**config.mk**
```make
export PLATFORM = sky130hd
export DESIGN_NAME = calc_seq_engine
export DESIGN_NICKNAME = d
export VERILOG_FILES = /design/src/rtl/calc_seq_engine.sv
export SDC_FILE = /design/constraint.sdc
export NUM_CORES = 1
export LEC_CHECK = 0
export ABC_AREA = 0
export CAP_MARGIN = 10
export CELL_PAD_IN_SITES_DETAIL_PLACEMENT = 2
export CELL_PAD_IN_SITES_GLOBAL_PLACEMENT = 2
export CORE_ASPECT_RATIO = 1.4
export CORE_UTILIZATION = 39
export CTS_BUF_LIST = sky130_fd_sc_hd__clkbuf_4 sky130_fd_sc_hd__clkbuf_8 sky130_fd_sc_hd__clkbuf_16
export DETAILED_ROUTE_END_ITERATION = 7
export DONT_BUFFER_PORTS = 1
export HOLD_SLACK_MARGIN = 0.1
export MAX_ROUTING_LAYER = met4
export PLACE_DENSITY_LB_ADDON = 0.1
export SLEW_MARGIN = 20
export SYNTH_ARGS = -nofsm -noshare
export SYNTH_HDL_FRONTEND = slang
export SYNTH_SLANG_ARGS = --single-unit
```
**constraint.sdc**
```tcl
create_clock -name clk -period 2.62 [get_ports clk]
set_input_delay 0.393 -clock clk [delete_from_list [all_inputs] [get_ports clk]]
set_output_delay 0.393 -clock clk [all_outputs]
set_load 0.01 [all_outputs]
```
**src/rtl/calc_seq_engine.sv**
```systemverilog
`default_nettype none
// ---------------------------------------------------------------------------
// calc_seq_engine : multi-cycle arithmetic engine (iterative MUL/DIV, flags);
// optional accumulator operand via macro CALC_ACCUM_EN.  Revision 1.0
// ---------------------------------------------------------------------------
module calc_seq_engine #(
  parameter int WIDTH = 8
) (
  input  logic               clk,
  input  logic               rst_n,
  input  logic               start,
  input  logic [2:0]         op,
  input  logic [WIDTH-1:0]   a,
  input  logic [WIDTH-1:0]   b,
`ifdef CALC_ACCUM_EN
  input  logic               use_acc,
`endif
  output logic               busy,
  output logic               done,
  output logic [2*WIDTH-1:0] result,
  output logic               carry,
  output logic               div_zero
);

  localparam int RW = 2 * WIDTH;
  localparam int CW = (WIDTH > 1) ? $clog2(WIDTH) : 1;

  localparam logic [2:0] C_OP_ADD = 3'd0;
  localparam logic [2:0] C_OP_SUB = 3'd1;
  localparam logic [2:0] C_OP_MUL = 3'd2;
  localparam logic [2:0] C_OP_DIV = 3'd3;
  localparam logic [2:0] C_OP_AND = 3'd4;
  localparam logic [2:0] C_OP_OR  = 3'd5;
  localparam logic [2:0] C_OP_XOR = 3'd6;
  localparam logic [2:0] C_OP_CMP = 3'd7;

  typedef enum logic [1:0] {
    S_IDLE = 2'd0,
    S_RUN  = 2'd1,
    S_DONE = 2'd2
  } state_t;

  state_t           r_state;
  state_t           w_state_next;

  logic [2:0]       r_op;
  logic [WIDTH-1:0] r_a;
  logic [WIDTH-1:0] r_b;
  logic [CW-1:0]    r_cnt;
  logic [RW-1:0]    r_work;

  logic             w_accept;
  logic             w_multi;
  logic [WIDTH-1:0] w_opa;
  logic [WIDTH:0]   w_sum;
  logic [WIDTH:0]   w_diff;
  logic [RW-1:0]    w_res;
  logic             w_carry;
  logic             w_dz;

  logic [WIDTH:0]   w_mul_sum;
  logic [RW-1:0]    w_mul_next;
  logic [WIDTH:0]   w_trial;
  logic [WIDTH-1:0] w_trial_sub;
  logic [RW-1:0]    w_div_next;
  logic [RW-1:0]    w_iter_next;

`ifdef CALC_ACCUM_EN
  assign w_opa = use_acc ? result[WIDTH-1:0] : a;
`else
  assign w_opa = a;
`endif

  // Start is only honoured in IDLE; RUN and DONE drop it without queueing.
  assign w_accept = (r_state == S_IDLE) && start;
  assign w_multi  = (op == C_OP_MUL) || ((op == C_OP_DIV) && (b != '0));

  assign w_sum  = {1'b0, w_opa} + {1'b0, b};
  assign w_diff = {1'b0, w_opa} - {1'b0, b};

  always_comb begin
    w_res   = '0;
    w_carry = 1'b0;
    w_dz    = 1'b0;
    case (op)
      C_OP_ADD: begin
        w_res[WIDTH:0] = w_sum;
        w_carry        = w_sum[WIDTH];
      end
      C_OP_SUB: begin
        w_res[WIDTH-1:0] = w_diff[WIDTH-1:0];
        w_carry          = w_diff[WIDTH];
      end
      C_OP_DIV: begin
        w_res = '1;
        w_dz  = 1'b1;
      end
      C_OP_AND: w_res[WIDTH-1:0] = w_opa & b;
      C_OP_OR:  w_res[WIDTH-1:0] = w_opa | b;
      C_OP_XOR: w_res[WIDTH-1:0] = w_opa ^ b;
      C_OP_CMP: begin
        if (w_opa == b)     w_res[1:0] = 2'd0;
        else if (w_opa < b) w_res[1:0] = 2'd1;
        else                w_res[1:0] = 2'd2;
      end
      default: w_res = '0;
    endcase
  end

  // Shift-add multiply: upper half accumulates, lower half holds the
  // unconsumed multiplier bits and fills with product bits as it shifts.
  assign w_mul_sum  = {1'b0, r_work[RW-1:WIDTH]} + (r_work[0] ? {1'b0, r_a} : '0);
  assign w_mul_next = {w_mul_sum, r_work[WIDTH-1:1]};

  // Restoring divide: upper half is the partial remainder, lower half the
  // dividend shifting out while quotient bits shift in.
  assign w_trial     = {r_work[RW-1:WIDTH], r_work[WIDTH-1]};
  assign w_trial_sub = w_trial[WIDTH-1:0] - r_b;
  assign w_div_next  = (w_trial >= {1'b0, r_b})
                       ? {w_trial_sub, r_work[WIDTH-2:0], 1'b1}
                       : {w_trial[WIDTH-1:0], r_work[WIDTH-2:0], 1'b0};

  assign w_iter_next = (r_op == C_OP_MUL) ? w_mul_next : w_div_next;

  always_ff @(posedge clk or negedge rst_n) begin
    if (!rst_n) r_state <= S_IDLE;
    else        r_state <= w_state_next;
  end

  always_comb begin
    w_state_next = r_state;
    busy         = 1'b0;
    done         = 1'b0;
    case (r_state)
      S_IDLE: begin
        if (start) w_state_next = w_multi ? S_RUN : S_DONE;
      end
      S_RUN: begin
        busy = 1'b1;
        if (r_cnt == '0) w_state_next = S_DONE;
      end
      S_DONE: begin
        done         = 1'b1;
        w_state_next = S_IDLE;
      end
      default: w_state_next = S_IDLE;
    endcase
  end

  always_ff @(posedge clk or negedge rst_n) begin
    if (!rst_n) begin
      r_op     <= '0;
      r_a      <= '0;
      r_b      <= '0;
      r_cnt    <= '0;
      r_work   <= '0;
      result   <= '0;
      carry    <= 1'b0;
      div_zero <= 1'b0;
    end else if (w_accept) begin
      r_op   <= op;
      r_a    <= w_opa;
      r_b    <= b;
      r_cnt  <= CW'(WIDTH - 1);
      r_work <= (op == C_OP_MUL) ? {{WIDTH{1'b0}}, b} : {{WIDTH{1'b0}}, w_opa};
      if (!w_multi) begin
        result   <= w_res;
        carry    <= w_carry;
        div_zero <= w_dz;
      end
    end else if (r_state == S_RUN) begin
      r_work <= w_iter_next;
      r_cnt  <= r_cnt - 1'b1;
      if (r_cnt == '0) begin
        result   <= w_iter_next;
        carry    <= 1'b0;
        div_zero <= 1'b0;
      end
    end
  end

endmodule
`default_nettype wire

```
==> results.yml, run 1 <==
outcome:
  status: "finished clean"
route:
  dr.pass1.iters: 4
  drc: 0
  routed_wl_um: 18600
  vias_per_cell: 6.07
  drt_first_iter_violations: 191
  antenna_left: 0
  vias: 4617
  wl_per_cell_um: 24.4
sta:
  setup_viol: 0
  fin_crit_sh_pct: 97.8
  worst_pin_slew_ns: 0.576
  max_freq_mhz: 390
  slew_violations: 0
  final.min_clock_period_ns: 2.56
  hold_viol: 0
  maxSlewHeadroom_pct: 61.3
  holdWs_ns: 0.180
  skew_ns: 0.00612
  final.setup.tns_ns: 0
critical_path:
  arrival_ns: 2.83
  slowest_delay_ns: 0.35
  endpoint_kind: "flip-flop"
  crit_slowest_cell: "dfrtp_1"
  critPathTopFamily: "compound AO/OA/AOI/OAI gates"
  crit_required_ns: 2.89
  path_buf_inv: 2
  worstSetupPathType: "reg -> reg"
  crit_fanout: 6
  path_cells: "inv_1, ha_4, and4_1, a31oi_2, o21a_2, o31a_4, mux2_1, mux2i_2, buf_4, o221a_1"
  crit_path_start_kind: "flip-flop"
  cp-startpoint: "r_b[4]"
  reg2reg_from: "r_b[4]"
synth:
  syn_area_sq_um: 4800
  syn_inst: 595
  synth-edff-count: 0
  yosys_warnings: 0
  synthTopCellsByCount: "77 x nand2_1, 58 x dfrtp_1, 54 x o21ai_0"
  synth_fp_nets: 663
  ys_top_cells_by_area: "dfrtp_1 30%, ha_1 11%, nand2_1 6.0%"
  yosysSeqAreaShare_pct: 30.2
  synth_top_cell_by_area: "dfrtp_1"
  synth.distinct_cells: 65
  ys_seq_elements: 58
  synth_top_area_share_pct: 30.2
  async_flop_share_pct: 100
  yosysMostFrequentCell: "nand2_1"
  ys.flop_type: "dfrtp_1"
  syn_area_per_cell_sq_um: 8.07
layout:
  ff_latch_area_sq_um: 1450
  utilization_pct: 46.3
  multi_input_area_sq_um: 3170
  fillCellCount: 1348
  syn_to_final_growth_pct: 15.1
  fin_area_sq_um: 5530
  drive_above_1_share_pct: 13.5
  n_antenna_cell: 0
  fin_nets: 677
placed_design:
  post-dp-hpwl_um: 14400
  dpl-instance-area_sq_um: 5080
  place_congestion: 0.882
  port-buffer-count: 0
run:
  cap_violations: 0
global_route:
  antenna_found_initial: 0
  grt_pass1_wl_um: 28800
  grt_pass1_vias: 5148
  grt_overflow: 0
  grt_max_degree: 59
  grt.total_usage_pct: 31.6
pwr:
  power.density_nw_per_um2: 1230
  max-vdd-ir-drop_uv: 363
  p_leak_uw: 0.00255
min_path:
  hold_path.class: "in -> reg"
  hp-start: "op[1]"
clock_network:
  cts_buffers: 9
  clkSinkCount: 58
  clock_latency_ns: 0.34
  htreeDepth: 3
  clk_pin_slew_worst_paths_ns: 0.05
  root_buffer: "clkbuf_16"
  cts_tree: "done"
  cts_buffer_depth: 2
die:
  io_pins: 42
  coreArea_sq_um: 11900
  die-height_um: 133
  start_util_pct: 40.2
  die_w_um: 95.8
  dieArea_sq_um: 12800
  row_count: 47
-- metal layers --
metal	up-vias	global-route usage, %	routed length [um]
li1	2136	-	-
met1	2323	32.9	7130
met2	101	55.4	9890
met3	57	3.60	464
met4	0	19.3	1100
met5	-	-	0
-- timing repair --
item,4_1_cts,5_1_grt
gates resized for setup,7,16
endpoints found under the setup margin,5,10
hold buffers,2,0
pin swaps,0,1
buffers inserted,0,1
endpoints found under the hold margin,58,0
-- registers in the layout, indices dropped and copies added (netlist names) --
register and count:
r_work 16, result 16, r_a 8, r_b 8
r_cnt 3, r_op 3, r_state 2, carry 1
div_zero 1
-- layout make-up --
cell class	instances	area share, %
clock buffer	10	4.32
clock inverter	6	0.747
inverter	46	3.12
multi-input combinational	461	57.3
sequential	58	26.3
tap	147	3.33
timing repair buffer	33	4.89
-- where the power goes --
part | internal (uW) | switching [uW] | total (uW)
registers | 1300 | 395 | 1700
clock network | 664 | 444 | 1110
logic | 1630 | 2370 | 4000
total | 3600 | 3210 | 6810
-- layout by cell type, fill, tap and decap left out, drive strengths merged, types with 5 or more instances in the layout --
cell and count:
a211oi 14, a21oi 41, a22o 5, a31oi 12, and2 10, buf 32, clkbuf 10, dfrtp 58
ha 42, inv 47, mux2i 15, nand2 77, nand2b 12, nor2 45, nor2b 9, nor3 12
o211ai 10, o21ai 62, o22ai 5, o31ai 5, or3 5, xnor2 5, xor2 6
-- stage by stage --
step	total power (uW)	worst slack, ns	cells
floorplan	4090	0.193	595
global placement	5080	0.0366	742
detailed placement	5310	-0.0843	742
CTS	6620	0.00357	760
global route	7220	-0.0112	761
finish	6810	0.0585	761
-- worst register-to-register path, delay by kind of cell, from the launching register on --
family          cells  cell delay (ns)
buf+inv             2             0.31
compound gates      4             0.81
simple gates        1             0.23
flops               1             0.35
fa+ha+maj           1             0.24
mux                 2             0.57
-- path summary, 6_finish.rpt --
| kind | endpoint | slack, ns | cells past startpoint |
|---|---|---|---|
| worst max-delay path | result[8] | 0.06 | 10 |
| worst min-delay path | r_op[1] | 0.18 | 2 |
| worst max register to register | result[8] | 0.06 | 10 |
| worst min register to register | r_op[0] | 0.48 | 2 |
| max in group asynchronous | r_work[10] | 1.77 | 2 |
| min in group asynchronous | r_b[4] | 0.57 | 2 |
-- logic make-up (layout without fill, tap and decap cells) --
logic type / Yosys count / count (layout) / share of synthesized area [%]
adder cells (fa/ha/maj): 46 / 46 / 12.6
AO/OA/AOI/OAI: 200 / 200 / 27.0
buffers and inverters: 76 / 95 / 6.46
multiplexers: 17 / 17 / 3.60
XOR/XNOR: 11 / 11 / 2.01
flip-flops: 58 / 58 / 30.2
AND/OR/NAND/NOR: 187 / 187 / 18.1
Note: power is estimated with default switching activity, not from simulation.
==> inputs of run 2 (changes only) <==
ABC_AREA = 1   (was 0)
CORE_UTILIZATION = 36   (was 39)
==> results.yml, run 2 <==
die:
  die-height_um: 137
  io_pins: 42
  start_util_pct: 36.7
  dieArea_sq_um: 13500
  die_w_um: 98.6
  row_count: 49
  coreArea_sq_um: 12800
global_route:
  grt.total_usage_pct: 29.5
  antenna_found_initial: 0
  grt_pass1_wl_um: 28700
  grt_pass1_vias: 5193
  grt_max_degree: 59
  grt_overflow: 0
layout:
  syn_to_final_growth_pct: 10.8
  fillCellCount: 1544
  final_common_cell: "nand2_1"
  utilization_pct: 40.7
  multi_input_area_sq_um: 2760
  drive_above_1_share_pct: 5.49
  fin_nets: 756
  n_antenna_cell: 0
  ff_latch_area_sq_um: 1450
  reg_top3: "r_work: 16 flops, result: 16 flops"
  layout_common_cells: "163 x nand2_1, 107 x inv_1, 65 x nor2_1, 62 x nand3_1, 58 x dfrtp_1"
critical_path:
  crit_required_ns: 2.84
  critPathTopFamily: "simple AND/OR/NAND/NOR gates"
  slowest_delay_ns: 0.44
  crit_fanout: 9
  worstSetupPathType: "reg -> reg"
  path_buf_inv: 1
  path_cells: "ha_1, nand2_1, nand2_1, nand2_1, nand3_1, nand2_1, nand2_2, nor2_1, inv_1, a21oi_1, a21oi_2"
  endpoint_kind: "flip-flop"
  crit_top_cell: "nand2_1"
  arrival_ns: 2.61
  crit_path_start_kind: "flip-flop"
  crit_slowest_cell: "dfrtp_1"
route:
  antenna_left: 0
  wl_met1_um: 7170
  top_layer: "met4"
  dr.pass1.iters: 4
  wl_met2_um: 10300
  vias: 4730
  wl_met3_um: 325
  routed_wl_um: 18600
  drt_first_iter_violations: 140
  vias_per_cell: 5.60
  drc: 0
  wl_per_cell_um: 22.0
sta:
  hold_viol: 0
  slew_violations: 0
  worst_pin_slew_ns: 0.872
  setup_slack_ns: 0.234
  setup_viol: 0
  max_freq_mhz: 419
  maxSlewHeadroom_pct: 41.7
  fin_crit_sh_pct: 91.1
  rsz0062_at_grt: "true"
  skew_ns: 0.0117
  final.min_clock_period_ns: 2.39
placed_design:
  place_congestion: 0.950
  port-buffer-count: 0
  post-dp-hpwl_um: 14700
  post-place-ws_ns: 0.270
clock_network:
  cts_tree: "done"
  postCtsSetupBuffers: 0
  cts_buffers: 9
  clock_latency_ns: 0.34
  cts_buffer_depth: 2
  clkSinkCount: 58
  htreeDepth: 3
  clk_pin_slew_worst_paths_ns: 0.05
  root_buffer: "clkbuf_16"
  postCtsResizedCells: 0
min_path:
  hold_path.class: "in -> reg"
synth:
  synth-edff-count: 0
  syn_area_sq_um: 4700
  synth_top_area_share_pct: 30.9
  synthTopCellsByCount: "163 x nand2_1, 107 x inv_1, 65 x nor2_1"
  synth_top_cell_by_area: "dfrtp_1"
  yosysSeqAreaShare_pct: 30.9
  yosysMostFrequentCell: "nand2_1"
  ys_seq_elements: 58
  synth_fp_nets: 752
  syn_inst: 684
  ys.flop_type: "dfrtp_1"
  async_flop_share_pct: 100
  yosys_warnings: 0
  synth.distinct_cells: 36
  ys_top_cells_by_area: "dfrtp_1 31%, nand2_1 13%, ha_1 11%"
  syn_area_per_cell_sq_um: 6.88
pwr:
  max-vdd-ir-drop_uv: 360
  total_power_uw: 6420
  p_leak_uw: 0.00278
  power.density_nw_per_um2: 1230
outcome:
  status: "finished clean"
run:
  cap_violations: 0
-- run 2: cell types whose count changed after synthesis, sizes merged, moves of 12 or more --
cell / delta
nor2: +23
nand4: +19
inv: +66
nand2: +88
clkbuf: -13
o21ai: -15
mux2i: -15
nand2b: -12
nand3: +63
-- run 2: final cells by class --
class	count	share of cell area, %
clock buffer	9	4.32
clock inverter	6	1.58
inverter	112	8.11
multi-input combinational	499	52.9
sequential	58	27.8
tap	153	3.67
timing repair buffer	8	1.58
-- run 2: worst paths after layout --
path                               to       from  slack (ns)  depth (start not counted)
min in group asynchronous  r_work[11]      rst_n        0.57                          2
min                           r_op[1]      op[1]        0.21                          2
max in group asynchronous   result[6]      rst_n        1.77                          2
min reg2reg                    r_a[3]     r_a[3]        0.50                          2
max reg2reg                 result[0]  r_work[9]        0.23                         11
max                         result[0]  r_work[9]        0.23                         11
-- run 2: worst reg2reg max path, stage by stage (launching register included) --
cell and delay, ns:
dfrtp_1 0.44, ha_1 0.40, nand2_1 0.11, nand2_1 0.07, nand2_1 0.08, nand3_1 0.13, nand2_1 0.23, nand2_2 0.18
nor2_1 0.27, inv_1 0.12, a21oi_1 0.17, a21oi_2 0.07
-- run 2: cell families (layout without fill, tap and decap cells) --
group	after synthesis	after routing	share of synthesized area, %
compound gates	128	128	15.7
flops	58	58	30.9
fa+ha+maj	46	46	12.9
buf+inv	127	135	10.6
simple gates	322	322	29.4
xor+xnor	3	3	0.559
-- run 2: stage by stage --
step	instance area (sq um)	cells	hold WS [ns]	setup TNS, ns
finish	5210	845	0.207	0
global route	5210	845	0.235	-0.00258
CTS	5210	845	0.200	0
detailed placement	4870	828	0.0986	0
global placement	4870	828	0.0986	0
floorplan	4700	684	0.0974	0
-- run 2: metal layers --
layer / global-route usage [%] / vias to the layer above
met5: - / -
met4: 15.0 / 0
met3: 3.35 / 37
met2: 56.6 / 63
met1: 29.4 / 2388
li1: - / 2242
-- run 2: report_power, final --
group	switching (uW)	internal [uW]	leakage, uW
combinational	2380	1070	0.00193
sequential	380	1320	0.000700
clock	452	822	0.000151
total	3210	3210	0.00278
-- run 2: what timing repair did --
action | 4_1_cts | 5_1_grt
setup endpoints to repair | 0 | 1
endpoints found under the hold margin | 58 | 0
hold buffers | 2 | 0
==> inputs of run 3 (changes only) <==
CORE_MARGIN = 5   (was not set)
==> results.yml, run 3 (synthesis gave the netlist of run 2 again) <==
min_path:
  hold_path.class: "in -> reg"
  worstHoldPathCells: 2
pwr:
  power.density_nw_per_um2: 1200
  p_leak_uw: 0.00276
  max-vdd-ir-drop_uv: 394
critical_path:
  crit_path_start_kind: "flip-flop"
  rrSetupSlack_ns: 0.20
  path_cells: "ha_1, nand2_1, nand2_1, nand2_1, nand3_1, nand2_2, nand2_2, nor2_1, inv_1, a21oi_1, a21oi_2"
  slowest_delay_ns: 0.44
  arrival_ns: 2.63
  crit_required_ns: 2.83
  crit_fanout: 9
  crit_slowest_cell: "dfrtp_1"
  worstSetupPathType: "reg -> reg"
  crit_top_cell: "nand2_1"
  reg2reg_depth: 11
  endpoint_kind: "flip-flop"
layout:
  reg_top3: "r_work: 16 flops, result: 16 flops"
  final_common_cell: "nand2_1"
  layout_common_cells: "162 x nand2_1, 107 x inv_1, 65 x nor2_1, 62 x nand3_1, 58 x dfrtp_1"
  fillCellCount: 1559
  utilization_pct: 40.3
  fin_nets: 756
  n_antenna_cell: 0
  drive_above_1_share_pct: 5.64
  syn_to_final_growth_pct: 9.84
route:
  dr.pass1.iters: 4
  wl_per_cell_um: 21.8
  vias: 4709
  drc: 0
  routed_wl_um: 18500
  antenna_left: 0
  vias_per_cell: 5.57
  drt_first_iter_violations: 170
placed_design:
  place_congestion: 0.926
  port-buffer-count: 0
  post-dp-hpwl_um: 14900
  post-place-ws_ns: 0.181
clock_network:
  clkSinkCount: 58
  cts_tree: "done"
  clock_latency_ns: 0.33
  clk_pin_slew_worst_paths_ns: 0.06
  root_buffer: "clkbuf_16"
  cts_buffers: 9
  cts_buffer_depth: 2
  htreeDepth: 3
  postCtsSetupBuffers: 0
sta:
  maxSlewHeadroom_pct: 53.3
  skew_ns: 0.0127
  setup_viol: 0
  worst_pin_slew_ns: 0.700
  fin_crit_sh_pct: 92.2
  setup_slack_ns: 0.204
  slew_violations: 0
  max_freq_mhz: 414
  final.setup.tns_ns: 0
  final.min_clock_period_ns: 2.42
  rsz0062_at_grt: "false"
  hold_viol: 0
die:
  row_count: 49
  coreArea_sq_um: 12800
  start_util_pct: 36.7
  io_pins: 42
  die-height_um: 145
  die_w_um: 107
  dieArea_sq_um: 15500
global_route:
  antenna_found_initial: 0
  grt_max_degree: 59
  grt_overflow: 0
  grt_pass1_wl_um: 29300
  grt_pass1_vias: 5316
  grt.total_usage_pct: 25.3
run:
  cap_violations: 0
outcome:
  status: "finished clean"
## run 3: cell types whose count changed in the layout (fill, tap and decap cells not counted), sizes merged
cell / previous run / this run
clkinvlp: 1 / 2
clkinv: 3 / 4
bufinv: 2 / 0
## run 3: worst paths after layout
kind | from | to
max in group asynchronous | rst_n | r_work[14]
worst min register to register | r_cnt[0] | r_cnt[0]
worst max-delay path | r_work[9] | result[0]
worst min-delay path | op[1] | r_op[1]
worst max register to register | r_work[9] | result[0]
min in group asynchronous | rst_n | r_work[9]
## run 3: repair_timing
action / in CTS / in global routing
endpoints found under the setup margin: 0 / 4
gates resized for setup: 0 / 1
hold buffers: 2 / 0
endpoints found under the hold margin: 58 / 0
## run 3: report_power, final
| group | total [uW] | switching [uW] | leakage (uW) | internal, uW |
|---|---|---|---|---|
| sequential | 1700 | 385 | 0.000700 | 1320 |
| combinational | 3430 | 2360 | 0.00193 | 1070 |
| clock | 1070 | 439 | 0.000127 | 626 |
| total | 6200 | 3190 | 0.00276 | 3010 |
## run 3: layout make-up
class,instances,area (sq um),area share (%)
sequential,58,1450,28.1
timing repair buffer,8,82.6,1.60
clock inverter,6,35.0,0.678
multi-input combinational,499,2760,53.4
tap,153,191,3.70
clock buffer,9,225,4.36
inverter,112,423,8.18
## run 3: stage by stage
stage / cell area, sq um / power, uW / instances / hold slack (ns)
after floorplan: 4700 / 3940 / 684 / 0.0974
after global placement: 4870 / 4910 / 828 / 0.0990
after detailed placement: 4870 / 5090 / 828 / 0.0991
after CTS: 5160 / 6260 / 845 / 0.219
after global routing: 5170 / 6700 / 845 / 0.239
final: 5170 / 6200 / 845 / 0.224
## run 3: worst max-delay path: cells and delay by family, from the launching register on
kind	cells	cell delay (ns)
flip-flops	1	0.44
AO/OA/AOI/OAI	2	0.27
adder cells (fa/ha/maj)	1	0.40
AND/OR/NAND/NOR	7	1.07
buffers and inverters	1	0.10
## run 3: layer usage
| metal | share of wire [%] | global-route usage, % | wire [um] | up-vias |
|---|---|---|---|---|
| li1 | - | - | - | 2238 |
| met1 | 37 | 25.7 | 6910 | 2355 |
| met2 | 56 | 46.8 | 10300 | 73 |
| met3 | 1.8 | 2.93 | 331 | 43 |
| met4 | 5.1 | 12.6 | 941 | 0 |
| met5 | 0 | - | 0 | - |
